## src/rtl/des_pkg.sv

```systemverilog
// DES key-schedule constants: PC-1/PC-2 tables, shift schedules, FSM states
// and the small permutation/rotation helpers shared by the schedule blocks.
package des_pkg;

  localparam int KEY_W = 64;
  localparam int CD_W  = 56;
  localparam int RK_W  = 48;
  localparam int HALF_W = 28;

  // Entries are DES bit numbers (1 = MSB of the source word).
  localparam logic [7:0] PC1_TBL [0:CD_W-1] = '{
    8'd57, 8'd49, 8'd41, 8'd33, 8'd25, 8'd17, 8'd9,
    8'd1,  8'd58, 8'd50, 8'd42, 8'd34, 8'd26, 8'd18,
    8'd10, 8'd2,  8'd59, 8'd51, 8'd43, 8'd35, 8'd27,
    8'd19, 8'd11, 8'd3,  8'd60, 8'd52, 8'd44, 8'd36,
    8'd63, 8'd55, 8'd47, 8'd39, 8'd31, 8'd23, 8'd15,
    8'd7,  8'd62, 8'd54, 8'd46, 8'd38, 8'd30, 8'd22,
    8'd14, 8'd6,  8'd61, 8'd53, 8'd45, 8'd37, 8'd29,
    8'd21, 8'd13, 8'd5,  8'd28, 8'd20, 8'd12, 8'd4
  };

  localparam logic [7:0] PC2_TBL [0:RK_W-1] = '{
    8'd14, 8'd17, 8'd11, 8'd24, 8'd1,  8'd5,
    8'd3,  8'd28, 8'd15, 8'd6,  8'd21, 8'd10,
    8'd23, 8'd19, 8'd12, 8'd4,  8'd26, 8'd8,
    8'd16, 8'd7,  8'd27, 8'd20, 8'd13, 8'd2,
    8'd41, 8'd52, 8'd31, 8'd37, 8'd47, 8'd55,
    8'd30, 8'd40, 8'd51, 8'd45, 8'd33, 8'd48,
    8'd44, 8'd49, 8'd39, 8'd56, 8'd34, 8'd53,
    8'd46, 8'd42, 8'd50, 8'd36, 8'd29, 8'd32
  };

  // Encrypt: left rotations. Decrypt: right rotations walking K16 back to K1
  // (entry 0 is zero because C16||D16 equals the PC-1 output).
  localparam logic [1:0] ENC_SHIFT [0:15] = '{
    2'd1, 2'd1, 2'd2, 2'd2, 2'd2, 2'd2, 2'd2, 2'd2,
    2'd1, 2'd2, 2'd2, 2'd2, 2'd2, 2'd2, 2'd2, 2'd1
  };
  localparam logic [1:0] DEC_SHIFT [0:15] = '{
    2'd0, 2'd1, 2'd2, 2'd2, 2'd2, 2'd2, 2'd2, 2'd2,
    2'd1, 2'd2, 2'd2, 2'd2, 2'd2, 2'd2, 2'd2, 2'd1
  };

  typedef enum logic [1:0] {IDLE, RUN, DONE} state_t;

  function automatic logic [HALF_W-1:0] rotl28(input logic [HALF_W-1:0] x,
                                               input logic [1:0] n);
    case (n)
      2'd1:    return {x[HALF_W-2:0], x[HALF_W-1]};
      2'd2:    return {x[HALF_W-3:0], x[HALF_W-1:HALF_W-2]};
      default: return x;
    endcase
  endfunction

  function automatic logic [HALF_W-1:0] rotr28(input logic [HALF_W-1:0] x,
                                               input logic [1:0] n);
    case (n)
      2'd1:    return {x[0], x[HALF_W-1:1]};
      2'd2:    return {x[1:0], x[HALF_W-1:2]};
      default: return x;
    endcase
  endfunction

  function automatic logic [RK_W-1:0] pc2(input logic [CD_W-1:0] cd);
    logic [RK_W-1:0] k;
    for (int j = 0; j < RK_W; j++)
      k[RK_W-1-j] = cd[CD_W - int'(PC2_TBL[j])];
    return k;
  endfunction

  // DES wants odd parity per byte; any even-parity byte flags the key.
  function automatic logic key_parity_err(input logic [KEY_W-1:0] k);
    logic err;
    err = 1'b0;
    for (int b = 0; b < 8; b++)
      if (^k[b*8 +: 8] == 1'b0) err = 1'b1;
    return err;
  endfunction

endpackage

```

## src/rtl/des_pc1.sv

```systemverilog
// PC-1: drops the eight parity bits and permutes the key into C||D.
module des_pc1
  import des_pkg::*;
(
  input  logic [KEY_W-1:0] key,
  output logic [CD_W-1:0]  cd
);

  for (genvar j = 0; j < CD_W; j++) begin : g_bit
    assign cd[CD_W-1-j] = key[KEY_W - int'(PC1_TBL[j])];
  end

  // Parity bits are intentionally not part of the permutation.
  logic [7:0] par_bits;
  for (genvar b = 0; b < 8; b++) begin : g_par
    assign par_bits[b] = key[b*8];
  end
  logic unused_par;
  assign unused_par = ^par_bits;

endmodule

```

## src/rtl/des_key_schedule.sv

```systemverilog
// Sequential DES round-key generator: one PC-2 subkey per consumer handshake,
// forward (K1..K16) for encrypt, reverse (K16..K1) for decrypt.
module des_key_schedule
  import des_pkg::*;
#(
  parameter int ROUNDS       = 16,
  parameter bit PARITY_CHECK = 1'b1
)(
  input  logic              i_Clk,
  input  logic              i_Rst,
  input  logic              i_Start,
  input  logic              i_Mode,
  input  logic [KEY_W-1:0]  i_Key,
  input  logic              i_Abort,
  input  logic              i_Key_Ready,
  output logic              o_Busy,
  output logic              o_Key_Valid,
  output logic [RK_W-1:0]   o_Round_Key,
  output logic [3:0]        o_Round,
  output logic              o_Done,
  output logic              o_Parity_Err
);

  state_t              state;
  logic [HALF_W-1:0]   c_q, d_q;
  logic [3:0]          round_q;
  logic                mode_q, busy_q, valid_q, done_q, perr_q;

  logic [CD_W-1:0]     cd_load;
  logic [HALF_W-1:0]   c_ld, d_ld, c_nx, d_nx;
  logic [3:0]          nxt_idx;
  logic                start_perr;

  des_pc1 u_pc1 (.key(i_Key), .cd(cd_load));

  assign start_perr = PARITY_CHECK ? key_parity_err(i_Key) : 1'b0;

  // Load value (round-0 rotation folded in) and next-round rotation.
  always_comb begin
    nxt_idx = round_q + 4'd1;
    if (i_Mode) begin
      c_ld = rotr28(cd_load[CD_W-1:HALF_W], DEC_SHIFT[0]);
      d_ld = rotr28(cd_load[HALF_W-1:0],    DEC_SHIFT[0]);
    end else begin
      c_ld = rotl28(cd_load[CD_W-1:HALF_W], ENC_SHIFT[0]);
      d_ld = rotl28(cd_load[HALF_W-1:0],    ENC_SHIFT[0]);
    end
    if (mode_q) begin
      c_nx = rotr28(c_q, DEC_SHIFT[nxt_idx]);
      d_nx = rotr28(d_q, DEC_SHIFT[nxt_idx]);
    end else begin
      c_nx = rotl28(c_q, ENC_SHIFT[nxt_idx]);
      d_nx = rotl28(d_q, ENC_SHIFT[nxt_idx]);
    end
  end

  // Control FSM; abort outranks both start and handshake.
  always_ff @(posedge i_Clk or posedge i_Rst) begin
    if (i_Rst) begin
      state   <= IDLE;
      c_q     <= '0;
      d_q     <= '0;
      round_q <= '0;
      mode_q  <= 1'b0;
      busy_q  <= 1'b0;
      valid_q <= 1'b0;
      done_q  <= 1'b0;
      perr_q  <= 1'b0;
    end else begin
      done_q <= 1'b0;
      case (state)
        IDLE: begin
          if (i_Start && !i_Abort) begin
            c_q     <= c_ld;
            d_q     <= d_ld;
            round_q <= '0;
            mode_q  <= i_Mode;
            perr_q  <= start_perr;
            busy_q  <= 1'b1;
            valid_q <= 1'b1;
            state   <= RUN;
          end
        end
        RUN: begin
          if (i_Abort) begin
            busy_q  <= 1'b0;
            valid_q <= 1'b0;
            state   <= IDLE;
          end else if (i_Key_Ready) begin
            if (round_q == 4'(ROUNDS-1)) begin
              busy_q  <= 1'b0;
              valid_q <= 1'b0;
              done_q  <= 1'b1;
              state   <= DONE;
            end else begin
              round_q <= nxt_idx;
              c_q     <= c_nx;
              d_q     <= d_nx;
            end
          end
        end
        DONE:    state <= IDLE;
        default: state <= IDLE;
      endcase
    end
  end

  assign o_Busy       = busy_q;
  assign o_Key_Valid  = valid_q;
  assign o_Round      = round_q;
  assign o_Done       = done_q;
  assign o_Parity_Err = perr_q;
  assign o_Round_Key  = pc2({c_q, d_q});

endmodule

```

## config.mk

```make
export PLATFORM = sky130hd
export DESIGN_NAME = des_key_schedule
export DESIGN_NICKNAME = d
export VERILOG_FILES = /design/src/rtl/des_pkg.sv /design/src/rtl/des_pc1.sv /design/src/rtl/des_key_schedule.sv
export SDC_FILE = /design/constraint.sdc
export NUM_CORES = 1
export LEC_CHECK = 0
export ABC_AREA = 1
export ABC_CLOCK_PERIOD_IN_PS = 3300
export CAP_MARGIN = 25
export CORE_MARGIN = 5
export CORE_UTILIZATION = 55
export CTS_CLUSTER_SIZE = 25
export DETAILED_ROUTE_END_ITERATION = 10
export PLACE_DENSITY_LB_ADDON = 0.1
export SYNTH_ARGS = -nofsm -noshare
export SYNTH_HDL_FRONTEND = slang
export SYNTH_SLANG_ARGS = --single-unit
```

## constraint.sdc

```tcl
create_clock -name i_Clk -period 3.3 [get_ports i_Clk]
set_input_delay 0.66 -clock i_Clk [delete_from_list [all_inputs] [get_ports i_Clk]]
set_output_delay 0.66 -clock i_Clk [all_outputs]
set_load 0.02 [all_outputs]
```

==> reports/qor_table.md, run 1 <==
| Group | Result | Value |
|---|---|---|
| run status | Result of the run | complete, no violations |
| sta | Max Fclk | 0.3603 GHz |
| floorplanning | Core Box Area | 13350 sq um |
| worst hold path | Kind of path behind the tightest hold check | reg2reg |
| critical path | Required arrival time at the worst endpoint | 3.52 ns |
| final layout | Final non-filler cell area | 8738 sq um |
| final layout | Core Util, Final | 65.47% |
| clock network | Buffer levels on the longest clock path | 2 |
| power | Static power due to leakage | 4.252 nW |
| global routing | Total congestion overflow after global routing | 0 |
| sta | Worst relative slew slack | 53.99% |
| power | IR drop worst, VDD | 480.4 uV |
| sta | Final Max Slew Viols | 0 |
| global routing | Number of global-route vias before repair | 7436 |
| placed design | Worst slack, placed | 0.5796 ns |
| synthesis | Top-count cell post-synth | nand2_1 |
| global routing | First-pass GRT wire length | 38750 um |
| routing | Wire length per cell after detailed routing | 16.70 um |
| floorplanning | Core Rows | 42 |
| synthesis | Top FF cell, synth | dfrtp_1 |
| final layout | Fill cell total of the finished layout | 1267 |
| routing | Number of DRC violations after detailed-routing iteration 0 | 910 |
| sta | Portion of the clock cycle consumed by the worst path in the final layout | 84.11% |
| sta | Final hold violation count | 0 |
| sta | Setup repair after global routing missed its margin | false |
| clock network | Number of clock buffers inserted by TritonCTS | 9 |
| sta | Clock period minus final worst setup slack | 2.776 ns |
| routing | First drt pass iteration count | 5 |
| global routing | Maximum number of pins on one net before global-route repair | 58 |
| sta | Slew of the pin with the lowest slew margin | 0.6901 ns |
| routing | Vias post-DR | 8293 |
| synthesis | Mapped Area | 7557 sq um |
| critical path | CP startpoint kind | flip-flop |
| routing | Antenna-violating nets left | 0 |
| clock network | Buffers inserted during post-CTS setup optimization | 0 |
| synthesis | Number of warnings reported in the yosys synthesis log | 0 |
| global routing | Antenna violations before repair | 0 |
| critical path | Peak fanout along the critical path | 39 |
| clock network | Hold bufs inserted after CTS | 0 |
| clock network | Htree depth | 3 |
| synthesis | Seq/Total Area, Yosys | 21.85% |
| critical path | Crit path cell chain | ha_1, nand2_2, clkinv_1, nor2_1, nor2_2, nand2_2, nand2_2, inv_1, ha_2, nor2_1, nor2_1, nand2_2, nand2_2, buf_12, nand2_1, o21ai_2 |
| power | Design Power | 6.835 mW |
| critical path | Critical path data arrival time | 3.00 ns |
| synthesis | Most common library cells after synthesis | nand2_1, nand3_1, inv_1, dfrtp_1, o21ai_0 |
| floorplanning | Starting density of the core | 56.62% |
| critical path | Master of the slowest instance on the critical path | dfrtp_1 |
| synthesis | Cell type contributing the most total cell area after synthesis | dfrtp_1 |
| synthesis | Leading post-synthesis cells by cell area | dfrtp_1, nand2_1, nand3_1, inv_1, nand3_2 |
| clock network | Clock transition time at the flip-flop clock pins of the worst setup and hold paths | 0.06 ns |
| final layout | Layout Area Growth over Synthesis | 15.63% |
| sta | Hold Worst Slack | 0.5126 ns |
| power | Pwr per Cell Area | 782.2 nW/um^2 |
| global routing | GRT Overall Usage | 29.16% |
| placed design | HPWL after DPL | 16110 um |
| final layout | Post-layout net count | 1328 |
| floorplanning | Die area | 16180 sq um |
| sta | Setup slack of the critical path after layout | 0.5242 ns |
| final layout | Sequential cell area | 1653 sq um |
| floorplanning | Die width | 127.2 um |
| routing | Final wirelength | 23950 um |
| floorplanning | Number of I/O pins | 126 |
| clock network | Number of clock sinks | 66 |
| final layout | Multi-input gate area | 4558 sq um |
| critical path | Highest cell delay on the worst timing path | 0.45 ns |
| critical path | Kind of critical path | reg2reg |
| sta | Setup Skew | 0.006566 ns |
| synthesis | Post-synth EDFFs | 0 |
| placed design | Final RePlAce weighted congestion | 0.9139 |
| routing | DRC violation count after routing | 0 |
| clock network | Library cell used as clock root buffer | clkbuf_16 |
| floorplanning | Die span in y | 127.2 um |
| job | Max-cap violations | 0 |
| placed design | Number of placed instances, taps included | 1418 |
| final layout | Cell Count, Final, Fillers Out | 1434 |
| synthesis | #FFs+latches synth | 66 |
| synthesis | Nets in the synthesized netlist | 1307 |
| synthesis | Mean Syn Cell Area | 6.134 sq um |
| critical path | Most common cell type on the critical path | nand2_2 |
| synthesis | Area fraction of the dominant cell type after synthesis | 21.85% |
| synthesis | Number of standard cells after synthesis | 1232 |
| routing | Via/cell ratio | 5.783 |
| sta | Final sum of negative setup slack | 0 ns |
| clock network | CTS tree | done |
| final layout | Layout cell share with drive strength beyond 1 | 8.903% |
| sta | Endpoints failing setup | 0 |
| synthesis | Number of distinct library cells after synthesis | 31 |
| final layout | Antenna Cells | 0 |
| placed design | Input/output buffers | 125 |
| synthesis | Async set-reset flop share out of synthesis | 100.0% |
| clock network | Cts repair resizes | 0 |
| clock network | Clock Latency Late Sink | 0.34 ns |
| critical path | Critical path capture point type | flip-flop |
| placed design | Post-place instance area | 8473 sq um |
-- metal layers --
layer	vias to the layer above	share of wire, %	wire length [um]	GRT usage (%)
met1	3814	43	10190	41.13
li1	3970	-	-	-
met4	0	2.2	535	10.47
met5	-	0	0	0
met3	45	9.4	2253	6.344
met2	464	46	10970	44.02
-- final timing paths --
check | start | to | slack [ns] | cells after the start
worst max-delay path | o_Round[0] | c_q[18] | 0.52 | 16
worst min-delay path | c_q[3] | c_q[3] | 0.51 | 2
min in group asynchronous | i_Rst | o_Round[0] | 0.76 | 2
max in group asynchronous | i_Rst | c_q[19] | 1.87 | 3
worst min register to register | c_q[3] | c_q[3] | 0.51 | 2
worst max register to register | o_Round[0] | c_q[18] | 0.52 | 16
-- cells in the final DEF, fill, tap and decap left out, types with 2 or more instances in the layout --
master	instances
nand3_1	138
xnor2_1	36
clkinv_1	2
clkdlybuf4s50_1	124
buf_12	8
nor2_1	17
nand4_1	59
o21ai_1	36
o21ai_2	20
dfrtp_1	65
buf_4	15
ha_1	4
o21ai_0	61
nand2b_1	5
clkinv_2	4
clkbuf_16	9
nor3_1	2
inv_1	135
nand3_2	41
a21oi_1	58
nand2_1	384
xor2_1	14
clkbuf_1	3
nand2_2	8
-- flip-flops by register name, indices dropped and copies added, names as in the netlist --
signal / flops
o_Parity_Err: 1
state: 2
o_Done: 1
d_q: 28
o_Round: 4
c_q: 28
mode_q: 1
o_Key_Valid: 1
-- cells by family after synthesis --
family / synth area share, %
AO/OA/AOI/OAI: 12.78
buffers and inverters: 17.96
XOR/XNOR: 5.795
flip-flops: 21.85
AND/OR/NAND/NOR: 40.78
adder cells (fa/ha/maj): 0.8278
-- worst max-delay path, delay by kind of cell (launching register included) --
kind                     cells  cell delay (ns)
AO/OA/AOI/OAI                1             0.05
adder cells (fa/ha/maj)      2             0.54
buffers and inverters        3             0.38
flip-flops                   1             0.45
AND/OR/NAND/NOR             10             1.19
-- cell type report --
cell class              instances  area share [%]
multi-input cells             889           52.16
clock buffers                  13           2.864
flip-flops and latches         66           18.91
clock inverters                 3          0.1718
inverters                     139           5.985
well taps                     176           2.520
repair buffers                148           17.38
-- report_power, final --
part	total (mW)	internal [mW]	switching, mW
sequential	1.61	1.17	0.442
combinational	4.33	1.64	2.69
clock	0.899	0.526	0.373
total	6.83	3.33	3.50
Power figures use the tool's default switching activity.
==> run 2: changes to the inputs <==
ABC_CLOCK_PERIOD_IN_PS = 2760   (was 3300)
clock period = 2.76 ns   (was 3.3 ns; I/O delays follow)
==> run 2 against run 1 <==
- critical path depth fell by 1
- sequential cell count did not move
- non-clock buffer count rose by 9
- global-route usage barely moved
==> reports/qor_table.md, run 2 (same netlist as run 1, synthesis figures left out) <==
| Group | Result | Value | vs previous |
|---|---|---|---|
| run status | Result of the run | complete, no violations | unchanged |
| routing | Final wirelength | 23700 um | was 23950 um |
| power | Design Power | 8.348 mW | was 6.835 mW |
| power | IR drop worst, VDD | 708.9 uV | was 480.4 uV |
| global routing | Total congestion overflow after global routing | 0 | unchanged |
| routing | Wire length per cell after detailed routing | 16.42 um | was 16.70 um |
| job | Max-cap violations | 0 | unchanged |
| floorplanning | Die span in y | 127.2 um | unchanged |
| global routing | First-pass GRT wire length | 38450 um | was 38750 um |
| clock network | Buffer levels on the longest clock path | 2 | unchanged |
| clock network | Number of clock buffers inserted by TritonCTS | 9 | unchanged |
| clock network | Htree depth | 3 | unchanged |
| sta | Endpoints failing setup | 0 | unchanged |
| clock network | Clock transition time at the flip-flop clock pins of the worst setup and hold paths | 0.06 ns | about the same |
| sta | Portion of the clock cycle consumed by the worst path in the final layout | 89.86% | was 84.11% |
| routing | DRC violation count after routing | 0 | unchanged |
| floorplanning | Die area | 16180 sq um | unchanged |
| sta | Setup Skew | 0.004672 ns | was 0.006566 ns |
| critical path | Critical path capture point type | flip-flop | unchanged |
| critical path | CP startpoint kind | flip-flop | unchanged |
| clock network | Cts repair resizes | 0 | unchanged |
| global routing | GRT Overall Usage | 29.20% | was 29.16% |
| critical path | Kind of critical path | reg2reg | unchanged |
| sta | Final hold violation count | 0 | unchanged |
| critical path | Startpoint of the worst register-to-register path | o_Round[0] | unchanged |
| clock network | Number of clock sinks | 66 | unchanged |
| critical path | Critical path data arrival time | 2.72 ns | was 3.00 ns |
| routing | Via/cell ratio | 5.663 | was 5.783 |
| routing | First drt pass iteration count | 7 | was 5 |
| worst hold path | Kind of path behind the tightest hold check | reg2reg | unchanged |
| placed design | HPWL after DPL | 16190 um | was 16110 um |
| critical path | Start point of the critical path | o_Round[0] | unchanged |
| sta | Setup repair after global routing missed its margin | false | unchanged |
| floorplanning | Starting density of the core | 56.62% | unchanged |
| sta | Slew of the pin with the lowest slew margin | 0.6543 ns | was 0.6901 ns |
| placed design | Input/output buffers | 125 | unchanged |
| power | Static power due to leakage | 4.325 nW | was 4.252 nW |
| floorplanning | Core Rows | 42 | unchanged |
| placed design | Final RePlAce weighted congestion | 0.9020 | was 0.9139 |
| clock network | Hold bufs inserted after CTS | 0 | unchanged |
| sta | Max Fclk | 0.4032 GHz | was 0.3603 GHz |
| routing | Vias post-DR | 8171 | was 8293 |
| clock network | CTS tree | done | unchanged |
| routing | Antenna-violating nets left | 0 | unchanged |
| final layout | Layout Area Growth over Synthesis | 17.19% | was 15.63% |
| floorplanning | Core Box Area | 13350 sq um | unchanged |
| final layout | Post-layout net count | 1337 | was 1328 |
| global routing | Maximum number of pins on one net before global-route repair | 67 | was 58 |
| power | Pwr per Cell Area | 942.7 nW/um^2 | was 782.2 nW/um^2 |
| final layout | Layout cell share with drive strength beyond 1 | 9.787% | was 8.903% |
| sta | Final sum of negative setup slack | 0 ns | unchanged |
| sta | Final Max Slew Viols | 0 | unchanged |
| final layout | Most frequent standard cell in the layout excluding fill and tap cells | nand2_1 | unchanged |
| floorplanning | Die width | 127.2 um | unchanged |
| critical path | Required arrival time at the worst endpoint | 2.99 ns | was 3.52 ns |
| sta | Worst relative slew slack | 56.38% | was 53.99% |
| critical path | Peak fanout along the critical path | 18 | was 39 |
| placed design | Number of placed instances, taps included | 1427 | was 1418 |
| clock network | Buffers inserted during post-CTS setup optimization | 0 | unchanged |
| global routing | Antenna violations before repair | 0 | unchanged |
| critical path | FF-to-FF setup slack | 0.28 ns | was 0.52 ns |
| final layout | Cell Count, Final, Fillers Out | 1443 | was 1434 |
| sta | Clock period minus final worst setup slack | 2.480 ns | was 2.776 ns |
| global routing | Number of global-route vias before repair | 7433 | was 7436 |
| worst hold path | Hold Crit Start | c_q[3] | unchanged |
| routing | Number of DRC violations after detailed-routing iteration 0 | 943 | was 910 |
| floorplanning | Number of I/O pins | 126 | unchanged |
| final layout | Core Util, Final | 66.35% | was 65.47% |
| final layout | Commonest non-fill, non-tap cells in the layout | nand2_1, nand3_1, inv_1 | unchanged |
| clock network | Clock Latency Late Sink | 0.35 ns | was 0.34 ns |
| final layout | Antenna Cells | 0 | unchanged |
| clock network | Library cell used as clock root buffer | clkbuf_16 | unchanged |
## run 2: cell type report
class                           instances  area (sq um)
Tap cell                              176         220.2
Clock inverter                          4         48.80
Timing Repair Buffer                  157          1587
Clock buffer                           12         266.5
Sequential cell                        66          1653
Fill cell                            1255          4492
Multi-Input combinational cell        889          4558
Inverter                              139         523.0
## run 2: final timing paths
path                                    to  depth (start not counted)
worst max-delay path                c_q[2]                         15
worst min-delay path                c_q[3]                          2
worst max register to register      c_q[2]                         15
worst min register to register      c_q[3]                          2
max in group asynchronous           mode_q                          3
min in group asynchronous       o_Round[2]                          3
## run 2: report_power, final
part | internal [mW] | total [mW] | switching, mW
sequential | 1.39 | 1.90 | 0.505
combinational | 2.00 | 5.21 | 3.22
clock | 0.772 | 1.24 | 0.466
## run 2: per-layer routing
layer	track usage [%]	routed length, um
met4	10.35	592
met1	41.62	10450
met3	4.633	1967
met2	44.93	10690
met5	0	0
## run 2: metrics by stage
step	instance area [sq um]	hold WS (ns)	worst slack, ns
6_report	8856	0.5148	0.2797
5_1_grt	8856	0.5434	0.02306
4_1_cts	8856	0.5159	0.2991
3_5_place_dp	8541	0.5002	0.3284
3_3_place_gp	8541	0.5005	0.3693
2_1_floorplan	7557	0.4764	0.1654
## run 2: worst max-delay path: stages (launching register included)
cell and delay, ns:
dfrtp_1 0.38, ha_1 0.23, nand2_2 0.11, clkinv_1 0.09, nor2_1 0.16, nor2_2 0.05, nand2_2 0.08, nand2_2 0.07
inv_1 0.08, ha_2 0.37, buf_4 0.27, o21ai_0 0.12, a21oi_1 0.17, nand2_1 0.08, inv_1 0.05, o21ai_1 0.06
==> run 3: changes to the inputs <==
REMOVE_ABC_BUFFERS = 1   (was not set)
SETUP_SLACK_MARGIN = 0.3   (was not set)
==> run 3 against run 2 <==
- register-to-register slack improved by 0.14 ns
- critical endpoint is now c_q[3]
- routed wire length rose by 3.4%
- final cell count rose by 0.42%
- combinational power rose by 3%
- global-route usage rose by 0.44 points
- power rose by 3.1%
==> reports/qor_table.md, run 3 (same netlist as run 1, synthesis figures left out) <==
| Group | Result | Value | vs previous |
|---|---|---|---|
| worst hold path | Kind of path behind the tightest hold check | reg2reg | unchanged |
| power | Switching pwr | 4.303 mW | was 4.188 mW |
| routing | DRC violation count after routing | 0 | unchanged |
| power | Proportion of power drawn by flip-flops and latches | 22.3% | was 22.7% |
| clock network | Clock Latency Late Sink | 0.36 ns | was 0.35 ns |
| run status | Result of the run | complete, no violations | unchanged |
| floorplanning | Core Box Area | 13350 sq um | unchanged |
| final layout | Multi-input gate area | 4637 sq um | was 4558 sq um |
| power | Int Pwr | 4.305 mW | was 4.160 mW |
| sta | Slew of the pin with the lowest slew margin | 0.6853 ns | was 0.6543 ns |
| power | Share of power burned in combinational logic | 62.6% | was 62.4% |
| power | Pwr per Cell Area | 948.4 nW/um^2 | was 942.7 nW/um^2 |
| critical path | Critical path capture point type | flip-flop | unchanged |
| critical path | Peak fanout along the critical path | 10 | was 18 |
| critical path | Kind of critical path | reg2reg | unchanged |
| clock network | Htree depth | 3 | unchanged |
| job | Max-cap violations | 0 | unchanged |
| global routing | Total congestion overflow after global routing | 0 | unchanged |
| floorplanning | Die span in y | 127.2 um | unchanged |
| placed design | Final RePlAce weighted congestion | 0.8509 | was 0.9020 |
| final layout | Sequential cell area | 1654 sq um | was 1653 sq um |
| final layout | Post-layout net count | 1343 | was 1337 |
| routing | Vias post-DR | 8421 | was 8171 |
| clock network | Buffer levels on the longest clock path | 2 | unchanged |
| worst hold path | Count of cells along the worst hold path | 2 | unchanged |
| sta | Setup repair after global routing missed its margin | false | unchanged |
| sta | Final Max Slew Viols | 0 | unchanged |
| clock network | CTS tree | done | unchanged |
| sta | Setup Skew | 0.008703 ns | was 0.004672 ns |
| critical path | Required arrival time at the worst endpoint | 3.00 ns | was 2.99 ns |
| global routing | First-pass GRT wire length | 39090 um | was 38450 um |
| placed design | Post-place instance area | 8476 sq um | was 8541 sq um |
| floorplanning | Core Rows | 42 | unchanged |
| final layout | Fill cell total of the finished layout | 1193 | was 1255 |
| power | IR drop worst, VDD | 574.3 uV | was 708.9 uV |
| clock network | Number of clock sinks | 66 | unchanged |
| sta | Clock period minus final worst setup slack | 2.344 ns | was 2.480 ns |
| power | Clock share of power | 15.1% | was 14.8% |
| global routing | Antenna violations before repair | 0 | unchanged |
| worst hold path | Hold EP | c_q[6] | was c_q[3] |
| sta | Endpoints failing setup | 0 | unchanged |
| worst hold path | Hold Crit Start | c_q[6] | was c_q[3] |
| final layout | Final non-filler cell area | 9076 sq um | was 8856 sq um |
| clock network | Clock transition time at the flip-flop clock pins of the worst setup and hold paths | 0.06 ns | about the same |
| final layout | Layout cell share with drive strength beyond 1 | 11.08% | was 9.787% |
| clock network | Number of clock buffers inserted by TritonCTS | 9 | unchanged |
| floorplanning | Die width | 127.2 um | unchanged |
| sta | Final hold violation count | 0 | unchanged |
| critical path | Critical path data arrival time | 2.58 ns | was 2.72 ns |
| floorplanning | Number of I/O pins | 126 | unchanged |
| routing | First drt pass iteration count | 5 | was 7 |
| global routing | GRT Overall Usage | 29.63% | was 29.20% |
| sta | Hold Worst Slack | 0.5216 ns | was 0.5148 ns |
| routing | Via/cell ratio | 5.812 | was 5.663 |
| final layout | Antenna Cells | 0 | unchanged |
| clock network | Library cell used as clock root buffer | clkbuf_16 | unchanged |
| sta | Worst relative slew slack | 54.31% | was 56.38% |
| sta | Setup slack of the critical path after layout | 0.4156 ns | was 0.2797 ns |
| critical path | RR Endpoint | c_q[3] | was c_q[2] |
| clock network | Hold bufs inserted after CTS | 0 | unchanged |
| placed design | Input/output buffers | 125 | unchanged |
| critical path | CP startpoint kind | flip-flop | unchanged |
| power | Fraction of power spent switching nets | 49.98% | was 50.17% |
| critical path | FF-to-FF setup slack | 0.42 ns | was 0.28 ns |
| routing | Final wirelength | 24520 um | was 23700 um |
| routing | Wire length per cell after detailed routing | 16.92 um | was 16.42 um |
| floorplanning | Die area | 16180 sq um | unchanged |
| power | Design Power | 8.608 mW | was 8.348 mW |
| global routing | Maximum number of pins on one net before global-route repair | 116 | was 67 |
| sta | Max Fclk | 0.4265 GHz | was 0.4032 GHz |
| critical path | Startpoint of the worst register-to-register path | o_Round[0] | unchanged |
| routing | Number of DRC violations after detailed-routing iteration 0 | 1160 | was 943 |
| floorplanning | Starting density of the core | 56.62% | unchanged |
| sta | Portion of the clock cycle consumed by the worst path in the final layout | 84.94% | was 89.86% |
| critical path | Worst reg-to-reg path cell count | 16 | was 15 |
| final layout | Most frequent standard cell in the layout excluding fill and tap cells | nand2_1 | unchanged |
| routing | Antenna-violating nets left | 0 | unchanged |
| placed design | HPWL after DPL | 15660 um | was 16190 um |
| final layout | Commonest non-fill, non-tap cells in the layout | nand2_1, nand3_1, inv_1 | unchanged |
| placed design | Worst slack, placed | 0.1898 ns | was 0.3284 ns |
| power | Static power due to leakage | 4.414 nW | was 4.325 nW |
| final layout | Layout Area Growth over Synthesis | 20.10% | was 17.19% |
| global routing | Number of global-route vias before repair | 7808 | was 7433 |
run 3: final cells by class:
type                       count  area share (%)
timing repair buffer         163           18.96
tap                          176           2.426
inverter                     139           5.790
clock buffer                   9           2.481
sequential                    66           18.22
multi-input combinational    889           51.09
clock inverter                 7           1.034
run 3: layer usage:
layer	GRT usage [%]	wire length, um	vias up	part of all wire, %
met5	0	0	-	0
met3	5.801	2510	58	10
li1	-	-	4011	-
met4	12.30	646	0	2.6
met2	47.32	11490	458	47
met1	39.34	9864	3894	40
run 3: worst max-delay path by stage:
stage,startpoint,to,slack [ns]
2_1_floorplan,o_Round[0],c_q[17],-2.63
3_3_place_gp,o_Round[1],d_q[10],0.29
3_5_place_dp,o_Round[1],d_q[7],0.19
4_1_cts,o_Round[1],c_q[0],0.31
5_1_grt,o_Round[0],c_q[7],0.29
6_report,o_Round[0],c_q[3],0.42
run 3: repair_timing:
item,CTS,global route
resized for setup,7,23
gates cloned,2,1
pin swaps,1,6
endpoints found under the setup margin,53,56
buffers inserted,4,6
run 3: stage by stage:
stage	TNS [ns]	utilization, %	std cells
3_3_place_gp	0	63.50	1420
6_report	0	68.00	1449
2_1_floorplan	-146.10	-	1094
3_5_place_dp	0	63.50	1420
5_1_grt	0	68.00	1449
4_1_cts	0	66.71	1442
run 3: power groups by stage:
stage	logic (mW)	clock network, mW	registers (mW)
floorplan	2.77	0	2.25
global placement	4.97	0	1.93
detailed placement	5.02	0	1.91
CTS	5.19	1.30	1.90
global route	5.94	1.33	1.99
finish	5.39	1.30	1.92
run 3: critical path, cell delays in order (launching register included):
cell     delay [ns]
dfrtp_1        0.43
inv_2          0.11
ha_1           0.15
inv_1          0.05
a21oi_2        0.15
nand2_2        0.12
nand2_4        0.09
inv_2          0.05
ha_4           0.26
nor2_2         0.04
nor2_1         0.13
nand2_2        0.11
buf_6          0.15
buf_12         0.12
buf_16         0.14
nand3_2        0.06
o21ai_1        0.06
